### config.mk
export PLATFORM = sky130hd
export DESIGN_NAME = line_fill_unit_flat
export DESIGN_NICKNAME = d
export VERILOG_FILES = /design/src/rtl/line_fill_unit_if.sv /design/src/rtl/line_fill_unit.sv /design/src/flat_wrapper.sv
export SDC_FILE = /design/constraint.sdc
export NUM_CORES = 1
export LEC_CHECK = 0
export BUFFER_PORTS_ARGS = -buffer_cell sky130_fd_sc_hd__buf_2
export CAP_MARGIN = 0
export CORE_UTILIZATION = 46
export CTS_BUF_LIST = sky130_fd_sc_hd__clkbuf_4 sky130_fd_sc_hd__clkbuf_8 sky130_fd_sc_hd__clkbuf_16
export CTS_CLUSTER_DIAMETER = 150
export DETAILED_ROUTE_END_ITERATION = 7
export GPL_ROUTABILITY_DRIVEN = 0
export GPL_TIMING_DRIVEN = 0
export PLACE_DENSITY = 0.88
export REMOVE_ABC_BUFFERS = 1
export SYNTH_ARGS = -nofsm -noshare
export SYNTH_HDL_FRONTEND = slang
export SYNTH_SLANG_ARGS = --single-unit
### constraint.sdc
create_clock -name CLK -period 1.8 [get_ports CLK]
set_input_delay 0.36 -clock CLK [delete_from_list [all_inputs] [get_ports CLK]]
set_output_delay 0.36 -clock CLK [all_outputs]
set_load 0.02 [all_outputs]
### src/rtl/line_fill_unit_if.sv
// rtl/line_fill_unit_if.sv - miss-side and memory-side signal bundle for the line fill unit
//   master modport: the fill unit (drives mem_rden/mem_addr and the fill results)
//   slave modport : cache miss logic plus instruction memory (drives miss_req/miss_addr/abort/mem_valid/mem_rdata)
interface line_fill_unit_if #(
    parameter int ADDR_W = 14,
    parameter int DATA_W = 32
);
    logic                  miss_req;
    logic [ADDR_W-1:0]     miss_addr;
    logic                  abort;
    logic                  mem_rden;
    logic [ADDR_W-1:0]     mem_addr;
    logic                  mem_valid;
    logic [DATA_W-1:0]     mem_rdata;
    logic                  busy;
    logic                  fill_done;
    logic [ADDR_W-3:0]     line_idx;
    logic [4*DATA_W-1:0]   line_data;

    modport master (
        input  miss_req, miss_addr, abort, mem_valid, mem_rdata,
        output mem_rden, mem_addr, busy, fill_done, line_idx, line_data
    );

    modport slave (
        output miss_req, miss_addr, abort, mem_valid, mem_rdata,
        input  mem_rden, mem_addr, busy, fill_done, line_idx, line_data
    );
endinterface

### src/rtl/line_fill_unit.sv
// rtl/line_fill_unit.sv - four-word instruction cache line refill sequencer
//   CLK   : rising-edge clock
//   RST_N : asynchronous active-low reset
//   bus   : line_fill_unit_if.master (miss request/abort in, serial memory reads out,
//           busy/fill_done/line_idx/line_data results out)
module line_fill_unit #(
    parameter int ADDR_W = 14,
    parameter int DATA_W = 32
) (
    input  logic              CLK,
    input  logic              RST_N,
    line_fill_unit_if.master  bus
);

    typedef enum logic [1:0] {
        IDLE = 2'd0,
        REQ  = 2'd1,
        DONE = 2'd2
    } state_t;

    state_t                state_q,     state_d;
    logic [1:0]            word_cnt_q,  word_cnt_d;
    logic [ADDR_W-3:0]     line_idx_q,  line_idx_d;
    logic [4*DATA_W-1:0]   line_data_q, line_data_d;

    always_ff @(posedge CLK or negedge RST_N) begin
        if (!RST_N) begin
            state_q     <= IDLE;
            word_cnt_q  <= 2'd0;
            line_idx_q  <= '0;
            line_data_q <= '0;
        end else begin
            state_q     <= state_d;
            word_cnt_q  <= word_cnt_d;
            line_idx_q  <= line_idx_d;
            line_data_q <= line_data_d;
        end
    end

    always_comb begin
        state_d     = state_q;
        word_cnt_d  = word_cnt_q;
        line_idx_d  = line_idx_q;
        line_data_d = line_data_q;
        case (state_q)
            IDLE: begin
                // abort outranks a simultaneous request; the request is simply lost
                if (!bus.abort && bus.miss_req) begin
                    line_idx_d = bus.miss_addr[ADDR_W-1:2];
                    word_cnt_d = 2'd0;
                    state_d    = REQ;
                end
            end
            REQ: begin
                // abort drops any word arriving in the same cycle; partial data stays unflagged
                if (bus.abort) begin
                    state_d = IDLE;
                end else if (bus.mem_valid) begin
                    line_data_d[DATA_W*int'(word_cnt_q) +: DATA_W] = bus.mem_rdata;
                    // the counter only wraps 3 -> 0 on the way out to DONE
                    word_cnt_d = word_cnt_q + 2'd1;
                    if (word_cnt_q == 2'd3) begin
                        state_d = DONE;
                    end
                end
            end
            DONE: begin
                state_d = IDLE;
            end
            default: begin
                state_d = IDLE;
            end
        endcase
    end

    // address is forced to zero outside REQ so the port is quiet between fills
    assign bus.mem_rden  = (state_q == REQ);
    assign bus.mem_addr  = (state_q == REQ) ? {line_idx_q, word_cnt_q} : '0;
    assign bus.busy      = (state_q != IDLE);
    assign bus.fill_done = (state_q == DONE) && !bus.abort;
    assign bus.line_idx  = line_idx_q;
    assign bus.line_data = line_data_q;

endmodule

### src/flat_wrapper.sv
// flat-port wrapper written by rule: the top's interface ports become plain ports
module line_fill_unit_flat 
#(
    parameter int ADDR_W = 14,
    parameter int DATA_W = 32
)
  (CLK, RST_N, bus_miss_req, bus_miss_addr, bus_abort, bus_mem_valid, bus_mem_rdata, bus_mem_rden, bus_mem_addr, bus_busy, bus_fill_done, bus_line_idx, bus_line_data);
  line_fill_unit_if #(.ADDR_W(ADDR_W), .DATA_W(DATA_W)) bus_i ();
  input  logic CLK;
  input  logic RST_N;
  input wire logic [$bits(bus_i.miss_req)-1:0] bus_miss_req;
  input wire logic [$bits(bus_i.miss_addr)-1:0] bus_miss_addr;
  input wire logic [$bits(bus_i.abort)-1:0] bus_abort;
  input wire logic [$bits(bus_i.mem_valid)-1:0] bus_mem_valid;
  input wire logic [$bits(bus_i.mem_rdata)-1:0] bus_mem_rdata;
  output wire logic [$bits(bus_i.mem_rden)-1:0] bus_mem_rden;
  output wire logic [$bits(bus_i.mem_addr)-1:0] bus_mem_addr;
  output wire logic [$bits(bus_i.busy)-1:0] bus_busy;
  output wire logic [$bits(bus_i.fill_done)-1:0] bus_fill_done;
  output wire logic [$bits(bus_i.line_idx)-1:0] bus_line_idx;
  output wire logic [$bits(bus_i.line_data)-1:0] bus_line_data;
  assign bus_i.miss_req = bus_miss_req;
  assign bus_i.miss_addr = bus_miss_addr;
  assign bus_i.abort = bus_abort;
  assign bus_i.mem_valid = bus_mem_valid;
  assign bus_i.mem_rdata = bus_mem_rdata;
  assign bus_mem_rden = bus_i.mem_rden;
  assign bus_mem_addr = bus_i.mem_addr;
  assign bus_busy = bus_i.busy;
  assign bus_fill_done = bus_i.fill_done;
  assign bus_line_idx = bus_i.line_idx;
  assign bus_line_data = bus_i.line_data;
  line_fill_unit #(.ADDR_W(ADDR_W), .DATA_W(DATA_W)) u_core (.CLK(CLK), .RST_N(RST_N), .bus(bus_i));
endmodule
==> results of run 1 <==
[worst max-delay path: stages (launching register included)]
cell and delay, ns:
dfrtp_2 0.43, inv_1 0.19, ha_4 0.27, buf_12 0.14, nor3b_4 0.18, buf_6 0.17
buf_12 0.16, nand4_1 0.11, o21ai_1 0.12
[power by group through the flow]
stage / Combinational, uW / Clock, uW / Sequential, uW
5_1_grt: 5260 / 3880 / 5000
3_5_place_dp: 4230 / 0 / 4910
3_3_place_gp: 4010 / 0 / 4870
4_1_cts: 4610 / 3700 / 4870
2_1_floorplan: 1100 / 0 / 6170
6_report: 4980 / 3670 / 4910
[area by class of cell]
cell class              count  area (um^2)
fillers                   985         4460
flip-flops and latches    144         3610
multi-input cells         319         2160
repair buffers            250         1730
inverters                 130          492
clock buffers              23          489
well taps                 176          220
clock inverters             9          131
[logic make-up after synthesis]
logic type	Yosys count
AOI/OAI and AO/OA	130
and+or+nand+nor	161
DFF	144
muxes	13
adders and majority gates	6
buffers and inverters	187
[synthesized netlist by cell type]
cell type,count
o21ai_1,18
dfrtp_1,144
or2_2,1
nor3_1,1
o21ai_0,111
nand4_1,128
nor2_1,1
clkbuf_1,22
nor4b_2,2
nor3b_2,2
mux2_2,13
buf_4,3
buf_2,32
ha_1,6
and4bb_2,1
and3b_1,1
nand3_1,1
a22o_1,1
nor2b_1,1
and2_1,19
nor4b_4,1
and4bb_1,1
inv_1,130
nor3b_1,1
[state kept, by name, summed over array words and instances, names as in the netlist]
signal                flops
u_core.bus.line_data    128
u_core.bus.line_idx      12
u_core.state_q            2
u_core.word_cnt_q         2
[per-layer routing]
metal / part of all wire, % / GRT usage, %
met2: 48 / 50.3
met5: 0 / 0
met3: 9.7 / 6.94
met4: 3.9 / 14.2
met1: 38 / 40.7
[metrics by stage]
stage / setup WS, ns / total power [uW]
2_1_floorplan: -2.06 / 7270
3_3_place_gp: -3.88 / 8870
3_5_place_dp: -1.70 / 9130
4_1_cts: -0.000349 / 13200
5_1_grt: -0.117 / 14100
6_report: -0.0597 / 13600
[cells in the final DEF, fill, tap and decap left out, types with 3 or more instances in the layout]
cell type / count
buf_2: 193
dfrtp_1: 140
inv_1: 129
nand4_1: 128
o21ai_1: 86
o21ai_0: 43
buf_4: 24
clkbuf_16: 21
mux2_2: 13
buf_6: 12
and2_4: 11
and2_1: 11
buf_12: 8
buf_16: 5
ha_4: 4
nor4b_4: 3
clkbuf_8: 3
clkinv_2: 3
clkbuf_4: 3
bufinv_16: 3
clkinv_4: 3
buf_8: 3
dfrtp_2: 3
[final timing paths]
kind | startpoint | end | slack, ns | cells past startpoint
setup / recovery | u_core.word_cnt_q[1] | u_core.bus.line_data[16] | -0.06 | 8
hold / removal | bus_miss_addr[10] | u_core.bus.line_idx[8] | 0.17 | 2
setup reg to reg | u_core.word_cnt_q[1] | u_core.bus.line_data[16] | -0.06 | 8
hold reg to reg | u_core.bus.line_data[68] | u_core.bus.line_data[68] | 0.52 | 2
max in group asynchronous | RST_N | u_core.bus.line_data[76] | 0.47 | 3
min in group asynchronous | RST_N | u_core.bus.line_data[2] | 0.51 | 2
[timing repair]
item / CTS / global route
setup buffers: 26 / 8
resized for setup: 38 / 95
pin swaps: 10 / 61
endpoints found under the setup margin: 158 / 144
hold buffers: 1 / 0
hold endpoints to repair: 62 / 0
gates cloned: 6 / 8
==> impl_metrics.env, run 1 <==
export IMPL_post_route_cells_drive_above_1_share_pct=37.8
export IMPL_final_hold_viol_count=0
export IMPL_final_net_count=919
export IMPL_placeableCoreArea_um2=13300
export IMPL_grt_start_max_net_pins=83
export IMPL_synth_area_mux_share_pct=2.32
export IMPL_postSynthAreaPerCell_um2=9.83
export IMPL_latest_clock_arrival_within_the_worst_skew_pair_ns=0.42
export IMPL_power_per_cell_area_nw_per_um2=1530
export IMPL_ys_types=24
export IMPL_wl_per_cell_um=22.4
export IMPL_gr_total_overflow=0
export IMPL_internal_power_uw=8410
export IMPL_h_tree_depth=4
export IMPL_dieHeight_um=119
export IMPL_clkPwrFrac_pct=27.1
export IMPL_final_hold_worst_slack_ns=0.171
export IMPL_placed_area_um2=7430
export IMPL_first_global_vias=5848
export IMPL_final_setup_tns_ns=-0.677
export IMPL_place_hpwl_um=11400
export IMPL_n_diodes=0
export IMPL_floorplan_initialDensity_pct=47.4
export IMPL_critical_path_arrival_ns=2.19
export IMPL_cts_num_sinks=144
export IMPL_ys_top_cells_by_area="dfrtp_1 57%, nand4_1 13%, o21ai_0 8.8%, inv_1 7.7%, buf_2 2.5%"
export IMPL_final_cell_count_no_fill=1051
export IMPL_violations_in_the_final_reports="negative setup slack"
export IMPL_port_buffer_count=205
export IMPL_grt_setup_unrepaired="yes"
export IMPL_yosys_warnings=0
export IMPL_tritoncts_num_buffers=17
export IMPL_comb_power_share_pct=36.7
export IMPL_cts_tree="built"
export IMPL_swShare_pct=38.0
export IMPL_mappedNetlistArea_um2=6300
export IMPL_synth_fa_ha_area_share_pct=1.19
export IMPL_final_antenna_net_count=0
export IMPL_post_synthesis_instance_total=641
export IMPL_max_slew_margin_rel_pct=60.3
export IMPL_design_area_um2=8840
export IMPL_yosysTopAreaCell="dfrtp_1"
export IMPL_grt_pass1_wl_um=33400
export IMPL_detail_route_drc_violations=0
export IMPL_endpoint_kind="register"
export IMPL_outcome="finished, violations left"
export IMPL_seq_power_share_pct=36.2
export IMPL_worst_clock_skew_ns=0.00649
export IMPL_finalSetupViolations=33
export IMPL_vias_per_cell=5.95
export IMPL_synth_top_area_share_pct=57.2
export IMPL_area_growth_syn_to_layout_pct=40.3
export IMPL_final_period_minus_worst_setup_slack_ns=1.86
export IMPL_worstSetupStartpointType="register"
export IMPL_detail_route_first_pass_iterations=5
export IMPL_max_slew_worst_pin_slew_ns=0.595
export IMPL_max_freq_mhz=538
export IMPL_number_of_antenna_violations_at_the_first_check_in_global_routing=0
export IMPL_synth_seq_cells=144
export IMPL_io_pins=208
export IMPL_setup_worst_path_class="reg2reg"
export IMPL_peakVddDrop_mv=0.860
export IMPL_grt_use_total_pct=31.4
export IMPL_post_route_period_util_pct=103
export IMPL_num_rows=42
export IMPL_slew_violations=0
export IMPL_final_setup_worst_slack_ns=-0.0597
export IMPL_p_leak_uw=0.00431
export IMPL_critical_path_max_fanout=15
export IMPL_seq_area_frac_synth_pct=57.2
export IMPL_drt_iter0_drc=818
export IMPL_hold_path_class="in2reg"
export IMPL_finalCoreUtilization_pct=66.5
export IMPL_design_die_area_um2=14200
export IMPL_cap_violations=0
export IMPL_combinational_family_with_the_most_area_after_synthesis="simple AND/OR/NAND/NOR gates"
export IMPL_cts_root_buf="clkbuf_16"
export IMPL_cts_buffer_depth=2
export IMPL_p_sw_uw=5150
export IMPL_detail_route_wirelength_um=23600
export IMPL_synth_xor_xnor_area_share_pct=0
export IMPL_synth_compound_gate_area_share_pct=10.4
export IMPL_dieWidth_um=119
export IMPL_synth_simple_gate_area_share_pct=16.9
export IMPL_vias=6255
export IMPL_cp_data_required_time_ns=2.13
export IMPL_clkSlewWorstSetupHoldPaths_ns=0.06
export IMPL_place_detailed_instances=971
Power figures use the tool's default switching activity.
==> run 2: changes to the inputs <==
--- a/config.mk
+++ b/config.mk
@@ -7,13 +7,14 @@
 export LEC_CHECK = 0
 export BUFFER_PORTS_ARGS = -buffer_cell sky130_fd_sc_hd__buf_2
 export CAP_MARGIN = 0
-export CORE_UTILIZATION = 46
+export CORE_ASPECT_RATIO = 0.7
+export CORE_UTILIZATION = 52
 export CTS_BUF_LIST = sky130_fd_sc_hd__clkbuf_4 sky130_fd_sc_hd__clkbuf_8 sky130_fd_sc_hd__clkbuf_16
 export CTS_CLUSTER_DIAMETER = 150
 export DETAILED_ROUTE_END_ITERATION = 7
 export GPL_ROUTABILITY_DRIVEN = 0
 export GPL_TIMING_DRIVEN = 0
-export PLACE_DENSITY = 0.88
+export PLACE_DENSITY = 0.93
 export REMOVE_ABC_BUFFERS = 1
 export SYNTH_ARGS = -nofsm -noshare
 export SYNTH_HDL_FRONTEND = slang
==> constraint.sdc (replaced) <==
create_clock -name CLK -period 2.3 [get_ports CLK]
set_input_delay 0.46 -clock CLK [delete_from_list [all_inputs] [get_ports CLK]]
set_output_delay 0.46 -clock CLK [all_outputs]
set_load 0.02 [all_outputs]
==> impl_metrics.env, run 2 (synthesized netlist as in run 1, its figures left out) <==
export IMPL_outcome="complete, no violations"
export IMPL_clkPwrFrac_pct=29.4
export IMPL_finalCoreUtilization_pct=69.5
export IMPL_detail_route_first_pass_iterations=6
export IMPL_detail_route_wirelength_um=18600
export IMPL_cts_tree="built"
export IMPL_finalSetupViolations=0
export IMPL_io_pins=208
export IMPL_max_freq_mhz=460
export IMPL_cts_num_sinks=144
export IMPL_swShare_pct=37.4
export IMPL_wl_per_cell_um=18.9
export IMPL_endpoint_kind="register"
export IMPL_tritoncts_num_buffers=17
export IMPL_worstSetupStartpointType="register"
export IMPL_peakVddDrop_mv=0.689
export IMPL_dieHeight_um=94.1
export IMPL_grt_start_max_net_pins=82
export IMPL_grt_pass1_wl_um=29400
export IMPL_p_leak_uw=0.00400
export IMPL_drt_iter0_drc=457
export IMPL_first_global_vias=5457
export IMPL_design_die_area_um2=12600
export IMPL_cts_hold_buf=0
export IMPL_final_net_count=874
export IMPL_regToRegSetupSlack_ns=0.13
export IMPL_placed_area_um2=7400
export IMPL_grt_setup_unrepaired="no"
export IMPL_critical_path_arrival_ns=2.43
export IMPL_clkSlewWorstSetupHoldPaths_ns=0.06
export IMPL_layout_cells_most_common="buf_2"
export IMPL_placeableCoreArea_um2=11800
export IMPL_max_reg_flops=128
export IMPL_place_detailed_instances=952
export IMPL_gr_total_overflow=0
export IMPL_area_growth_syn_to_layout_pct=29.8
export IMPL_final_cell_count_no_fill=985
export IMPL_cts_root_buf="clkbuf_16"
export IMPL_mostFrequentLayoutCells="204 x buf_2, 143 x dfrtp_1, 130 x inv_1, 128 x nand4_1, 111 x o21ai_0"
export IMPL_dieWidth_um=134
export IMPL_seq_power_share_pct=37.6
export IMPL_setup_worst_path_class="reg2reg"
export IMPL_design_area_um2=8170
export IMPL_max_slew_worst_pin_slew_ns=0.905
export IMPL_vias=5746
export IMPL_crit_path_start="u_core.state_q[1]"
export IMPL_final_hold_viol_count=0
export IMPL_cap_violations=0
export IMPL_worst_clock_skew_ns=0.00896
export IMPL_detail_route_drc_violations=0
export IMPL_final_antenna_net_count=0
export IMPL_place_hpwl_um=11500
export IMPL_post_route_period_util_pct=94.5
export IMPL_hold_path_class="in2async"
export IMPL_critical_path_max_fanout=56
export IMPL_floorplan_initialDensity_pct=53.5
export IMPL_cp_data_required_time_ns=2.56
export IMPL_latest_clock_arrival_within_the_worst_skew_pair_ns=0.41
export IMPL_grt_use_total_pct=30.8
export IMPL_power_per_cell_area_nw_per_um2=1250
export IMPL_p_sw_uw=3830
export IMPL_slew_violations=0
export IMPL_worst_r2r_endpoint="u_core.bus.line_data[122]"
export IMPL_max_slew_margin_rel_pct=39.4
export IMPL_port_buffer_count=205
export IMPL_vias_per_cell=5.83
export IMPL_cts_buffer_depth=2
export IMPL_h_tree_depth=4
export IMPL_internal_power_uw=6420
export IMPL_number_of_antenna_violations_at_the_first_check_in_global_routing=0
export IMPL_post_route_cells_drive_above_1_share_pct=33.3
export IMPL_num_rows=33
export IMPL_startpoint_of_the_worst_register_to_register_path="u_core.state_q[1]"
export IMPL_n_diodes=0
export IMPL_comb_power_share_pct=33.0
export IMPL_final_period_minus_worst_setup_slack_ns=2.17
export IMPL_worstRegToRegCells=3
run 2: cell types whose count changed in the layout (fill, tap and decap cells not counted), sizes merged:
cell	before	now
clkinv	6	2
dlygate4sd3	1	0
clkinvlp	1	3
and3b	3	1
and4bb	4	2
inv	129	132
and2	23	19
clkbuf	27	18
nor2b	2	1
buf	245	214
bufinv	3	5
run 2: how the worst max path moves through the flow:
stage                                 to  slack (ns)  cells after the start
5_1_grt        u_core.bus.line_data[122]       0.005                      3
3_5_place_dp    u_core.bus.line_data[86]       -1.18                      4
2_1_floorplan   u_core.bus.line_data[72]       -1.61                      3
6_report       u_core.bus.line_data[122]        0.13                      3
3_3_place_gp    u_core.bus.line_data[79]       -3.32                      4
4_1_cts                  bus_mem_addr[3]        0.09                      3
run 2: layer usage:
metal	part of all wire [%]	vias to the layer above	GRT usage [%]
met5	0	-	0
met4	1.3	0	8.81
met3	8.7	28	7.23
met2	48	340	49.4
met1	42	2838	42.0
li1	-	2540	-
run 2: power by group through the flow:
stage | registers, uW | logic (uW) | clock network (uW)
6_report | 3860 | 3380 | 3020
5_1_grt | 3940 | 3650 | 3150
4_1_cts | 3850 | 3370 | 3030
3_5_place_dp | 3860 | 3280 | 0
3_3_place_gp | 3810 | 3110 | 0
2_1_floorplan | 4830 | 861 | 0
run 2: final cells by class:
cell class,instances,area [um^2]
tap,157,196
clock buffer,18,439
inverter,130,488
fill,861,3590
sequential,144,3610
clock inverter,12,208
multi-input combinational,310,2050
timing repair buffer,214,1190
run 2: worst max-delay path, stage by stage, from the launching register on:
cell and delay, ns:
dfrtp_1 0.47, and4bb_4 0.83, and2_4 0.52, o21ai_0 0.18
run 2: through the flow:
step / setup WS [ns] / TNS (ns) / hold slack [ns] / total power [uW]
6_report: 0.126 / 0 / 0.0503 / 10300
3_5_place_dp: -1.18 / -121.35 / 0.495 / 7140
5_1_grt: 0.00510 / 0 / 0.0860 / 10700
4_1_cts: 0.0921 / 0 / 0.0643 / 10200
3_3_place_gp: -3.32 / -589.68 / 0.505 / 6930
2_1_floorplan: -1.61 / -203.66 / 0.164 / 5690
run 2: repair_timing:
action                     4_1_cts  5_1_grt
setup endpoints to repair      142       11
buffers inserted                 3        0
pin swaps                        2        0
cloned                           0        0
gates resized for setup         20        3
